**config.mk**
```make
export PLATFORM = sky130hd
export DESIGN_NAME = ir_report_decoder
export DESIGN_NICKNAME = d
export VERILOG_FILES = /design/src/rtl/ir_report_decoder.sv
export SDC_FILE = /design/constraint.sdc
export NUM_CORES = 1
export LEC_CHECK = 0
export CORE_UTILIZATION = 49
export DETAILED_ROUTE_END_ITERATION = 6
export HOLD_SLACK_MARGIN = 0.03
export PLACE_DENSITY_LB_ADDON = 0.05
export SYNTH_ARGS = -nofsm -noshare
export SYNTH_HDL_FRONTEND = slang
export SYNTH_SLANG_ARGS = --single-unit
```
**constraint.sdc**
```tcl
create_clock -name clk -period 5.2 [get_ports clk]
set_input_delay 0.78 -clock clk [delete_from_list [all_inputs] [get_ports clk]]
set_output_delay 0.78 -clock clk [all_outputs]
set_load 0.005 [all_outputs]
```
**src/rtl/ir_report_decoder.sv**
```systemverilog
// IR camera extended-mode report decoder: collects one report byte per strobe, decodes the four
// blob slots and tracks one of them, flagging loss of track after a run of empty reports.
module ir_report_decoder #(
    parameter int unsigned REPORT_BYTES = 16,
    parameter int unsigned TRACK_BLOB   = 0,
    parameter int unsigned LOST_FRAMES  = 8
) (
    input  logic       clk,
    input  logic       reset,
    input  logic       frame_start,
    input  logic [7:0] byte_in,
    input  logic       byte_valid,
    output logic [9:0] x,
    output logic [9:0] y,
    output logic [3:0] size,
    output logic [3:0] blob_mask,
    output logic       pos_valid,
    output logic       frame_done,
    output logic       lost
);
    localparam int unsigned CntW     = $clog2(REPORT_BYTES);
    localparam int unsigned NumBlobs = 4;
    localparam int unsigned BufBytes = NumBlobs * 3;
    localparam logic [1:0]  TrackIdx = 2'(TRACK_BLOB);
    localparam logic [7:0]  MissMax  = 8'(LOST_FRAMES);

    typedef enum logic [1:0] {StIdle, StCollect, StDecode} state_e;

    state_e            state_q, state_d;
    logic [CntW-1:0]   cnt_q, cnt_d;
    logic [CntW-1:0]   wr_idx;
    logic              buf_we;
    logic [7:0]        buf_q [BufBytes];
    logic [9:0]        x_q, x_d, y_q, y_d;
    logic [3:0]        size_q, size_d, mask_q, mask_d;
    logic              pos_valid_q, pos_valid_d, frame_done_q, frame_done_d, lost_q, lost_d;
    logic [7:0]        miss_q, miss_d;

    logic [NumBlobs-1:0] blob_valid;
    logic [9:0]          dec_x [NumBlobs];
    logic [9:0]          dec_y [NumBlobs];
    logic [3:0]          dec_s [NumBlobs];

    for (genvar n = 0; n < NumBlobs; n++) begin : g_blob
        assign blob_valid[n] = ~((buf_q[3*n] == 8'hFF) && (buf_q[3*n+1] == 8'hFF)
                                 && (buf_q[3*n+2] == 8'hFF));
        assign dec_x[n] = {buf_q[3*n+2][5:4], buf_q[3*n]};
        assign dec_y[n] = {buf_q[3*n+2][7:6], buf_q[3*n+1]};
        assign dec_s[n] = buf_q[3*n+2][3:0];
    end

    assign wr_idx = cnt_q - CntW'(1);

    always_comb begin
        state_d      = state_q;
        cnt_d        = cnt_q;
        buf_we       = 1'b0;
        x_d          = x_q;
        y_d          = y_q;
        size_d       = size_q;
        mask_d       = mask_q;
        pos_valid_d  = 1'b0;
        frame_done_d = 1'b0;
        miss_d       = miss_q;
        lost_d       = lost_q;
        unique case (state_q)
            StIdle: begin
                if (frame_start) begin
                    state_d = StCollect;
                    cnt_d   = '0;
                end
            end
            StCollect: begin
                if (frame_start) begin
                    cnt_d = '0;
                end else if (byte_valid) begin
                    // Header and trailing bytes are counted but never stored.
                    buf_we = (cnt_q >= CntW'(1)) && (cnt_q <= CntW'(BufBytes));
                    if (cnt_q == CntW'(REPORT_BYTES - 1)) begin
                        state_d = StDecode;
                        cnt_d   = '0;
                    end else begin
                        cnt_d = cnt_q + CntW'(1);
                    end
                end
            end
            StDecode: begin
                frame_done_d = 1'b1;
                mask_d       = blob_valid;
                if (blob_valid[TrackIdx]) begin
                    x_d         = dec_x[TrackIdx];
                    y_d         = dec_y[TrackIdx];
                    size_d      = dec_s[TrackIdx];
                    pos_valid_d = 1'b1;
                    miss_d      = '0;
                    lost_d      = 1'b0;
                end else begin
                    if (miss_q < MissMax) miss_d = miss_q + 8'd1;
                    lost_d = (miss_d == MissMax);
                end
                state_d = frame_start ? StCollect : StIdle;
                cnt_d   = '0;
            end
            default: state_d = StIdle;
        endcase
    end

    always_ff @(posedge clk) begin
        if (!reset) begin
            state_q      <= StIdle;
            cnt_q        <= '0;
            x_q          <= '0;
            y_q          <= '0;
            size_q       <= '0;
            mask_q       <= '0;
            pos_valid_q  <= 1'b0;
            frame_done_q <= 1'b0;
            miss_q       <= MissMax;
            lost_q       <= 1'b1;
        end else begin
            state_q      <= state_d;
            cnt_q        <= cnt_d;
            x_q          <= x_d;
            y_q          <= y_d;
            size_q       <= size_d;
            mask_q       <= mask_d;
            pos_valid_q  <= pos_valid_d;
            frame_done_q <= frame_done_d;
            miss_q       <= miss_d;
            lost_q       <= lost_d;
        end
    end

    // Buffer needs no reset: a decode only happens after all of it has been rewritten.
    always_ff @(posedge clk) begin
        if (reset && buf_we) buf_q[wr_idx] <= byte_in;
    end

    assign x          = x_q;
    assign y          = y_q;
    assign size       = size_q;
    assign blob_mask  = mask_q;
    assign pos_valid  = pos_valid_q;
    assign frame_done = frame_done_q;
    assign lost       = lost_q;
endmodule
```
==> metrics.md, run 1 <==
| Metric | Value |
|---|---|
| Status | completed |
| Area of the multi-input gates | 0.00130 sq mm |
| Comb pwr share | 1.9% |
| Core ar. | approximately 0.010 sq mm |
| DR WL met2 | 4480 um |
| First drt pass iteration count | 4 |
| #FFs+latches synth | roughly 140 |
| Max-slew violations | 0 |
| Slew of the pin with the lowest slew margin | between 1000 and 1500 ps |
| Syn Inst Count | about 370 |
| Met3 routed WL | approximately 380 um |
| WL per Instance | between 15 and 20 um |
| Detailed router's first-iteration violation count | ~170 |
| N_diodes | 0 |
| Static Leak | approximately 2.1 nW |
| P per Cell Area | 373 mW/mm^2 |
| Final hold vios | 0 |
| Setup TNS | 0 ps |
| Layout cells sized above 1 | between 10% and 20% |
| Largest net degree at the start of global routing | 63 |
| Max IR drop VDD | approximately 0.20 mV |
| Root buf cell | clkbuf_8 |
| CTS clk-pin slew, worst paths | about 60 ps |
| Detailed Route WL | approximately 9300 um |
| FP Rows | 37 |
| Critical-path cell list | inv_1 > ha_1 > nand2b_1 > o22ai_1 > nand4_1 > nor2_1 |
| Hold Crit Start | y[3]$_SDFFE_PN0P_ |
| Initial antenna violation count | 0 |
| Hold path depth | 2 |
| Die H | between 100 and 150 um |
| Synth cell types | 41 |
| CP Max Fanout | 8 |
| Die area | ~0.011 sq mm |
| Unrepaired setup endpoints after global routing | no |
| Hold Crit Class | reg -> reg |
| Worst stage delay on the critical path | 590 ps |
| Post-Syn Area per Cell | 14.1 sq um |
| Via count | around 3,000 |
| Crit. End Element | register |
| Max Freq | approximately 0.41 GHz |
| Crit share post-route | 46.9% |
| Grt total ovfl | 0 |
| CP Data Arrival Time | 2580 ps |
| Clk sink count | approximately 140 |
| DP Area | about 0.0057 sq mm |
| GP Congestion | 0.784 |
| Area grow syn2layout | 21.7% |
| Top_reg_cell synth | edfxtp_1 |
| Max_cap viols | 0 |
| Mapped cell area | roughly 0.0052 sq mm |
| Async S/R FF share, synth | 0% |
| Fin Clk Skew | ~11 ps |
| Drt via density | ~5.2 |
| CTS tree | done |
| Sw frac | approximately a fifth |
| Worst rel slew slack | between 20% and 30% |
| Hold Worst Slack | 455 ps |
| Top sig layer | met4 |
| Slowest CP cell | nor2_1 |
| # setup viols final | 0 |
| Total GRT Usage | a little under a fifth |
| Seq/Total Area, Yosys | around three quarters |
| Worst setup slack after layout | ~2800 ps |
| EDFF count, synth | 96 |
| Crit Path Class | reg -> reg |
| R2r worst-path depth | 6 |
| Clock power frac | ~47% |
| Htree depth | 4 |
| First-pass GRT wire length | ~15,000 um |
| Final-layout fill cell count | between 800 and 900 |
| Port bufs | between 40 and 50 |
| Cell internal pwr | around 1.8 mW |
| Die W | roughly 100 um |
| Data required time of the worst path | 5340 ps |
| NetSw | between 0.4 and 0.5 mW |
| Cell area after layout | roughly 0.0063 sq mm |
| TritonCTS Buffers | 17 |
| Hold Path End | y[3]$_SDFFE_PN0P_ |
| Final Net Count | 440 |
| Starting density of the core | between 50% and 60% |
| Postcts setup bufs | 0 |
| R2r startpoint | cnt_q[0]$_SDFFE_PN0P_ |
| DRT met1 WL | roughly 4400 um |
| Crit path launch type | register |
| Register Area | 0.00378 sq mm |
| Vias in the first global route | about 2,900 |
| Hold-fix buffers, CTS | 0 |
| DRC viols | 0 |
| Antenna-violating nets left | 0 |
| Seq pwr share | about 51% |
| Worst slack, placed | 2380 ps |
| Tmin final | roughly 2400 ps |
| Clk_lat worst skew | approximately 500 ps |
| Synthesized Nets | approximately 390 |
| Warning count from the yosys run | 0 |
| IO Pins | 43 |
| Reg-to-Reg End | buf_q[7][3]$_DFFE_PP_ |
| R2r setup slk | ~2800 ps |
| Resize count post-CTS | 0 |
| Hpwl dp | 5990 um |
| Clock buffer depth | 2 |
| Total power | 2.35 mW |
## cell usage after synthesis (2+ instances only)
library cell / count / area share, %
dfxtp_1: 45 / 17
or3_1: 2 / 0.24
o21ai_1: 2 / 0.19
nand3_1: 7 / 0.68
nor2b_1: 2 / 0.24
o22ai_1: 2 / 0.24
clkbuf_1: 7 / 0.51
nor2_1: 13 / 0.94
ha_1: 8 / 1.9
o21ai_0: 5 / 0.48
nor3_1: 7 / 0.68
a21oi_1: 8 / 0.78
and2_1: 5 / 0.61
nand2b_1: 4 / 0.48
nor3b_2: 4 / 0.97
edfxtp_1: 96 / 56
inv_1: 8 / 0.58
nor4_1: 9 / 1.1
mux2i_1: 25 / 4.8
buf_2: 3 / 0.29
nand2_1: 55 / 4.0
nand4_1: 28 / 3.4
o21a_1: 3 / 0.44
## power by group through the flow
stage / clock network (mW) / registers, mW / logic [mW]
3_3_place_gp: 0 / 1.22 / 0.0464
6_report: 1.10 / 1.20 / 0.0451
5_1_grt: 1.17 / 1.20 / 0.0500
3_5_place_dp: 0 / 1.22 / 0.0459
2_1_floorplan: 0 / 1.22 / 0.0183
4_1_cts: 1.12 / 1.20 / 0.0462
## worst max-delay path: cells and delay by family (launching register included)
family	cells	cell delay (ps)
AOI/OAI and AO/OA	1	130
and+or+nand+nor	3	1020
buffers and inverters	1	150
adders and majority gates	1	300
DFF	1	480
## flip-flops by register name, summed over array words and instances, names as in the netlist, 2 cells and up
signal	count
blob_mask	4
buf_q	96
cnt_q	4
miss_q	8
size	4
state_q	2
x	10
y	10
## area by class of cell
class                           instances  area share (%)
Tap cell                              136            2.71
Inverter                                8           0.477
Multi-Input combinational cell        205            20.7
Clock inverter                         15            2.15
Clock buffer                           17            6.58
Sequential cell                       141            60.2
Timing Repair Buffer                   47            7.20
## layout by cell type (no fill, tap or decap), types with 2 or more instances in the layout
cell / Yosys / final
a21oi_1: 8 / 7
and2_1: 5 / 5
buf_4: 1 / 5
clkbuf_16: 0 / 16
clkdlybuf4s50_1: 0 / 41
clkinv_2: 0 / 2
clkinv_4: 0 / 4
dfxtp_1: 45 / 45
edfxtp_1: 96 / 96
ha_1: 8 / 8
inv_1: 8 / 8
inv_6: 0 / 5
mux2i_1: 25 / 25
nand2_1: 55 / 55
nand2b_1: 4 / 4
nand3_1: 7 / 7
nand4_1: 28 / 28
nor2_1: 13 / 13
nor2b_1: 2 / 2
nor3_1: 7 / 7
nor3b_2: 4 / 4
nor4_1: 9 / 9
o21a_1: 3 / 3
o21ai_0: 5 / 5
o21ai_1: 2 / 2
o22ai_1: 2 / 2
or3_1: 2 / 2
## worst max path at each step
stage	from	end	slack, ps
2_1_floorplan	reset	buf_q[11][0]$_DFFE_PP_	2600
3_3_place_gp	frame_start	buf_q[1][0]$_DFFE_PP_	2410
3_5_place_dp	frame_start	buf_q[1][1]$_DFFE_PP_	2380
4_1_cts	cnt_q[0]$_SDFFE_PN0P_	buf_q[6][4]$_DFFE_PP_	2750
5_1_grt	cnt_q[0]$_SDFFE_PN0P_	buf_q[1][0]$_DFFE_PP_	2590
6_report	cnt_q[0]$_SDFFE_PN0P_	buf_q[7][3]$_DFFE_PP_	2760
## metal layers
| metal | vias to the layer above | GRT usage (%) |
|---|---|---|
| li1 | 1472 | - |
| met1 | 1430 | 24.2 |
| met2 | 72 | 29.8 |
| met3 | 11 | 4.55 |
| met4 | 0 | 7.04 |
| met5 | - | 0 |
## stage by stage
stage / util (%) / instances
2_1_floorplan: - / 366
5_1_grt: 61.2 / 569
3_5_place_dp: 55.9 / 537
6_report: 61.2 / 569
4_1_cts: 61.2 / 569
3_3_place_gp: 55.9 / 537
## kinds of logic after synthesis
logic type / count (synthesis) / share of synthesized area (%)
and+or+nand+nor: 142 / 14.5
buffers and inverters: 20 / 1.74
xor gates and xnor gates: 1 / 0.170
AOI/OAI and AO/OA: 29 / 3.56
muxes: 25 / 4.84
adders and majority gates: 8 / 1.94
DFF: 141 / 73.2
(Power assumes the default switching activity.)
==> inputs of run 2 (changes only) <==
==> constraint.sdc (replaced) <==
create_clock -name clk -period 2.3 [get_ports clk]
set_input_delay 0.345 -clock clk [delete_from_list [all_inputs] [get_ports clk]]
set_output_delay 0.345 -clock clk [all_outputs]
set_load 0.005 [all_outputs]
==> run 2 against run 1 <==
Compared with the run above:
- critical path depth rose by 1
- non-clock buffer count rose by 12
- combinational power rose by 140%
- via count up 4.8%
- cell area is 2.6% higher
- first-iteration DRC count down 6.7%
- sequential share of layout area down 1.5 points
- flip-flop and latch count stayed put
- power up 140%
- sequential power up 130%
- clock power grew to 2.5 times the previous value
- hold slack got worse by 35 ps
- largest power group is now the clock network
==> metrics.md, run 2 (same netlist as run 1, synthesis figures left out) <==
| Metric | Value |
|---|---|
| Status | completed |
| Htree depth | 4 |
| Most frequent cells in the layout | 96 x edfxtp_1, 55 x nand2_1, 45 x dfxtp_1 |
| CP top delay family | simple AND/OR/NAND/NOR gates |
| Unrepaired setup endpoints after global routing | no |
| FP Rows | 37 |
| Root buf cell | clkbuf_8 |
| Antenna-violating nets left | 0 |
| Total GRT Usage | 19.8% |
| Grt total ovfl | 0 |
| Max Freq | about 0.48 GHz |
| First drt pass iteration count | 5 |
| Crit share post-route | between 90 and 100% |
| CTS tree | done |
| Clk sink count | 141 |
| Die H | roughly 100 um |
| Detailed Route WL | 10,000 um |
| First-pass GRT wire length | 16,200 um |
| Max reg flops | between 90 and 100 |
| Setup TNS | 0 ps |
| Worst path buffer plus inverter count | 2 |
| Final Non-Filler Cells | around 580 |
| IO Pins | 43 |
| Hold Worst Slack | around 420 ps |
| Layout cells sized above 1 | 13.0% |
| Reg-to-Reg End | buf_q[1][4]$_DFFE_PP_ |
| Area grow syn2layout | 24.9% |
| Commonest non-fill, non-tap cell in the layout | edfxtp_1 |
| CP Max Fanout | 8 |
| Final-layout fill cell count | 800 |
| Max-slew violations | 0 |
| CP Data Arrival Time | around 2300 ps |
| Max_cap viols | 0 |
| Hold Crit Class | in -> reg |
| Hold-fix buffers, CTS | 0 |
| Met1 usage | 26.0% |
| R2r setup slk | between 200 and 250 ps |
| Die W | between 100 and 150 um |
| Starting density of the core | about half |
| R2r startpoint | cnt_q[0]$_SDFFE_PN0P_ |
| Critical-path cell list | inv_1 > ha_1 > nand2_1 > o21ba_2 > nor3b_1 > buf_4 > and2_1 |
| GR Util met3 | slightly above 5% |
| R2r worst-path depth | 7 |
| Crit path launch type | register |
| Slowest CP cell | and2_1 |
| # setup viols final | 0 |
| Worst stage delay on the critical path | between 300 and 400 ps |
| GP Congestion | 0.848 |
| Worst path depth | 7 |
| Initial antenna violation count | 1 |
| Crit. End Element | register |
| Resize count post-CTS | 0 |
| Hpwl dp | between 6000 and 7000 um |
| Final hold vios | 0 |
| Tmin final | between 2000 and 2500 ps |
| Critical Path Source | cnt_q[0]$_SDFFE_PN0P_ |
| Max IR drop VDD | roughly 0.47 mV |
| Slew of the pin with the lowest slew margin | between 600 and 700 ps |
| Most Crowded Layer GR | met2 |
| Detailed router's first-iteration violation count | 154 |
| Cell area after layout | between 0.006 and 0.007 sq mm |
| Worst rel slew slack | a little under three fifths |
| Port bufs | between 40 and 50 |
| Clock buffer depth | 2 |
| Core ar. | between 0.01 and 0.015 sq mm |
| Inst Count DP | 549 |
| Clk_lat worst skew | around 520 ps |
| WL per Instance | ~17 um |
| Static Leak | ~2.2 nW |
| Die area | 0.0110 sq mm |
| Setup crit end | buf_q[1][4]$_DFFE_PP_ |
| Drt via density | between 5 and 6 |
| TritonCTS Buffers | 17 |
| Vias in the first global route | 3,086 |
| P per Cell Area | roughly 870 mW/mm^2 |
| Met2 Track Usage GR | a little under a third |
| Data required time of the worst path | approximately 2500 ps |
| Postcts setup bufs | 0 |
| Total power | 5.60 mW |
| Via count | between 3,000 and 4,000 |
| Fin Clk Skew | roughly 9.8 ps |
| Largest net degree at the start of global routing | 63 |
| DP Area | slightly below 0.006 sq mm |
| Most flop-heavy register | buf_q |
| CTS clk-pin slew, worst paths | ~70 ps |
| Final Net Count | between 400 and 500 |
| DRC viols | 0 |
| Crit Path Class | reg -> reg |
run 2: cell count changes in the layout (fill, tap and decap cells not counted), sizes merged:
cell	previous run	this run
bufinv	1	2
inv	13	18
buf	6	18
clkinv	7	3
diode	0	1
clkinvlp	2	0
run 2: through the flow:
stage,setup slack (ps),util [%]
2_1_floorplan,34.2,-
3_3_place_gp,95.5,56.9
3_5_place_dp,64.9,56.9
4_1_cts,189,62.7
5_1_grt,87.5,62.7
6_report,203,62.8
run 2: layer usage:
metal,vias up,wire [um],part of all wire (%)
met2,79,4860,48
met5,-,0,0
li1,1513,-,-
met1,1521,4650,46
met4,0,143,1.4
met3,16,393,3.9
run 2: area by class of cell:
| class | instances | area [sq um] | area share, % |
|---|---|---|---|
| flip-flops and latches | 141 | 3780 | 58.7 |
| diodes | 1 | 2.50 | 0.0388 |
| clock buffers | 17 | 414 | 6.42 |
| well taps | 136 | 170 | 2.64 |
| inverters | 8 | 30.0 | 0.465 |
| repair buffers | 59 | 556 | 8.61 |
| multi-input cells | 205 | 1300 | 20.2 |
| clock inverters | 15 | 191 | 2.97 |
run 2: how the worst min path moves through the flow:
stage,end,cells after the start,from
3_3_place_gp,x[9]$_SDFFE_PN0P_,2,x[9]$_SDFFE_PN0P_
4_1_cts,miss_q[3]$_SDFFE_PN1P_,3,reset
2_1_floorplan,buf_q[0][0]$_DFFE_PP_,0,byte_in[0]
3_5_place_dp,y[0]$_SDFFE_PN0P_,2,y[0]$_SDFFE_PN0P_
5_1_grt,state_q[1]$_SDFFE_PN0P_,5,reset
6_report,miss_q[3]$_SDFFE_PN1P_,3,reset
run 2: power breakdown:
part	internal [mW]	leakage, nW	switching (mW)
registers	2.71	1.23	0.00276
clock network	1.61	0.301	1.17
logic	0.0323	0.629	0.0765
total	4.35	2.16	1.25
run 2: worst min-delay path: stages:
cell	delay [ps]
buf_2	110
buf_4	310
o21ai_1	140
==> inputs of run 3 (changes only) <==
--- a/config.mk
+++ b/config.mk
@@ -8,7 +8,7 @@
 export CORE_UTILIZATION = 49
 export DETAILED_ROUTE_END_ITERATION = 6
 export HOLD_SLACK_MARGIN = 0.03
-export PLACE_DENSITY_LB_ADDON = 0.05
+export PLACE_DENSITY = 0.76
 export SYNTH_ARGS = -nofsm -noshare
 export SYNTH_HDL_FRONTEND = slang
 export SYNTH_SLANG_ARGS = --single-unit
==> run 3 against run 2 <==
Compared with the run above:
- combinational power barely moved
- cell area fell by 0.81%
- hold slack got worse by 130 ps
- non-clock buffer count did not move
- flip-flop and latch count did not move
- clock-buffer cell count did not move
- via count rose by 2.1%
- sequential share of layout area rose by 0.48 points
- first-iteration DRC count rose by 24%
- sequential power barely moved
- critical path type unchanged
- critical endpoint is now buf_q[1][6]$_DFFE_PP_
- highest routed layer unchanged
==> metrics.md, run 3 (same netlist as run 1, synthesis figures left out) <==
| Metric | Value |
|---|---|
| Core ar. | around 0.010 sq mm |
| First-pass GRT wire length | around 16,000 um |
| Max-slew violations | 0 |
| # setup viols final | 0 |
| CP Max Fanout | 8 |
| Largest net degree at the start of global routing | 62 |
| Postcts setup bufs | 0 |
| Clock buffer depth | 2 |
| Crit path launch type | register |
| Port bufs | 42 |
| Die W | 105 um |
| Slowest CP cell | and2_1 |
| TritonCTS Buffers | 17 |
| Hpwl dp | between 6000 and 7000 um |
| Tmin final | roughly 2100 ps |
| Clk_lat worst skew | approximately 520 ps |
| Reg-to-Reg End | buf_q[1][6]$_DFFE_PP_ |
| Grt total ovfl | 0 |
| WL per Instance | ~18 um |
| Final-layout fill cell count | 771 |
| IO Pins | 43 |
| Root buf cell | clkbuf_8 |
| Via count | approximately 3,200 |
| Max_cap viols | 0 |
| Layout cells sized above 1 | a little over an eighth |
| Most flop-heavy register | buf_q |
| Status | completed |
| Starting density of the core | between 50% and 60% |
| Resize count post-CTS | 0 |
| Worst setup slack after layout | about 210 ps |
| CP top delay family | simple AND/OR/NAND/NOR gates |
| CTS tree | done |
| Detailed router's first-iteration violation count | around 190 |
| Max Freq | between 0.4 and 0.5 GHz |
| Most frequent cells in the layout | 96 x edfxtp_1, 55 x nand2_1, 45 x dfxtp_1 |
| Vias in the first global route | ~3,200 |
| Commonest non-fill, non-tap cell in the layout | edfxtp_1 |
| Hold Worst Slack | a little under 300 ps |
| N_diodes | 0 |
| Area of the multi-input gates | between 0.001 and 0.0015 sq mm |
| Hold Crit Start | reset |
| Hold-fix buffers, CTS | 0 |
| R2r startpoint | cnt_q[0]$_SDFFE_PN0P_ |
| Hold Crit Class | in -> reg |
| Drt via density | approximately 5.5 |
| R2r setup slk | between 200 and 250 ps |
| Final Net Count | 452 |
| Worst rel slew slack | ~22% |
| Data required time of the worst path | ~2500 ps |
| Slew of the pin with the lowest slew margin | between 1000 and 1500 ps |
| Critical-path cell list | inv_1 > ha_1 > nand2_1 > o21ba_2 > nor3b_1 > buf_4 > and2_1 |
| Area grow syn2layout | 23.9% |
| DRC viols | 0 |
| P per Cell Area | about 850 mW/mm^2 |
| First drt pass iteration count | 5 |
| Setup TNS | 0 ps |
| Total GRT Usage | ~20% |
| Clk sink count | about 140 |
| Worst path buffer plus inverter count | 2 |
| Register Area | between 0.003 and 0.004 sq mm |
| Max reg flops | 96 |
| Hold path depth | 3 |
| R2r worst-path depth | 7 |
| FP Rows | 37 |
| Hold Path End | frame_done$_SDFF_PN0_ |
| Die area | between 0.01 and 0.015 sq mm |
| CTS clk-pin slew, worst paths | approximately 70 ps |
| Detailed Route WL | 10,200 um |
| Htree depth | 4 |
| Crit. End Element | register |
| Crit share post-route | 91.0% |
| CP Data Arrival Time | between 2000 and 2500 ps |
| Worst slack, placed | around 160 ps |
| Unrepaired setup endpoints after global routing | no |
| Initial antenna violation count | 0 |
| Max IR drop VDD | slightly below 0.8 mV |
| Final hold vios | 0 |
| Antenna-violating nets left | 0 |
| Die H | around 100 um |
| Crit Path Class | reg -> reg |
| Worst stage delay on the critical path | between 300 and 400 ps |
| Static Leak | 2.12 nW |
| GP Congestion | 0.780 |
| Fin Clk Skew | between 6 and 7 ps |
==> run 3: worst reg2reg max path, cell delays in order, from the launching register on <==
cell     delay (ps)
dfxtp_1         310
inv_1           120
ha_1            290
nand2_1          90
o21ba_2         250
nor3b_1         200
buf_4           150
and2_1          350
==> run 3: area by class of cell <==
class / count / area share (%)
sequential: 141 / 59.1
multi-input combinational: 205 / 20.4
timing repair buffer: 59 / 8.49
clock buffer: 17 / 6.47
tap: 136 / 2.66
clock inverter: 15 / 2.41
inverter: 8 / 0.469
==> run 3: through the flow <==
| stage | total power [mW] | cells | cell area (sq um) | utilization, % |
|---|---|---|---|---|
| CTS | 5.44 | 581 | 6400 | 62.3 |
| finish | 5.41 | 581 | 6400 | 62.3 |
| global placement | 2.87 | 549 | 5830 | 56.7 |
| detailed placement | 2.87 | 549 | 5830 | 56.7 |
| global route | 5.57 | 581 | 6400 | 62.3 |
| floorplan | 2.81 | 366 | 5170 | - |
==> run 3: routing by layer <==
metal / vias up / track usage, % / part of all wire (%)
met5: - / 0 / 0
met4: 0 / 8.15 / 1.3
met3: 14 / 5.12 / 5.6
met2: 113 / 34.1 / 52
met1: 1560 / 24.0 / 41
li1: 1507 / - / -
==> run 3: how the worst max path moves through the flow <==
| stage | startpoint | end | slack, ps | cells after the start |
|---|---|---|---|---|
| after floorplan | cnt_q[0]$_SDFFE_PN0P_ | buf_q[11][0]$_DFFE_PP_ | 30 | 5 |
| after global placement | byte_valid | buf_q[8][0]$_DFFE_PP_ | 170 | 6 |
| after detailed placement | byte_valid | buf_q[1][4]$_DFFE_PP_ | 160 | 6 |
| after CTS | cnt_q[0]$_SDFFE_PN0P_ | buf_q[1][6]$_DFFE_PP_ | 200 | 7 |
| after global routing | cnt_q[0]$_SDFFE_PN0P_ | buf_q[1][6]$_DFFE_PP_ | 40 | 7 |
| final | cnt_q[0]$_SDFFE_PN0P_ | buf_q[1][6]$_DFFE_PP_ | 210 | 7 |
==> run 3: power by group <==
group | switching (mW) | total (mW) | internal, mW
clock network | 1.12 | 2.60 | 1.48
logic | 0.0752 | 0.109 | 0.0335
registers | 0.00272 | 2.71 | 2.71
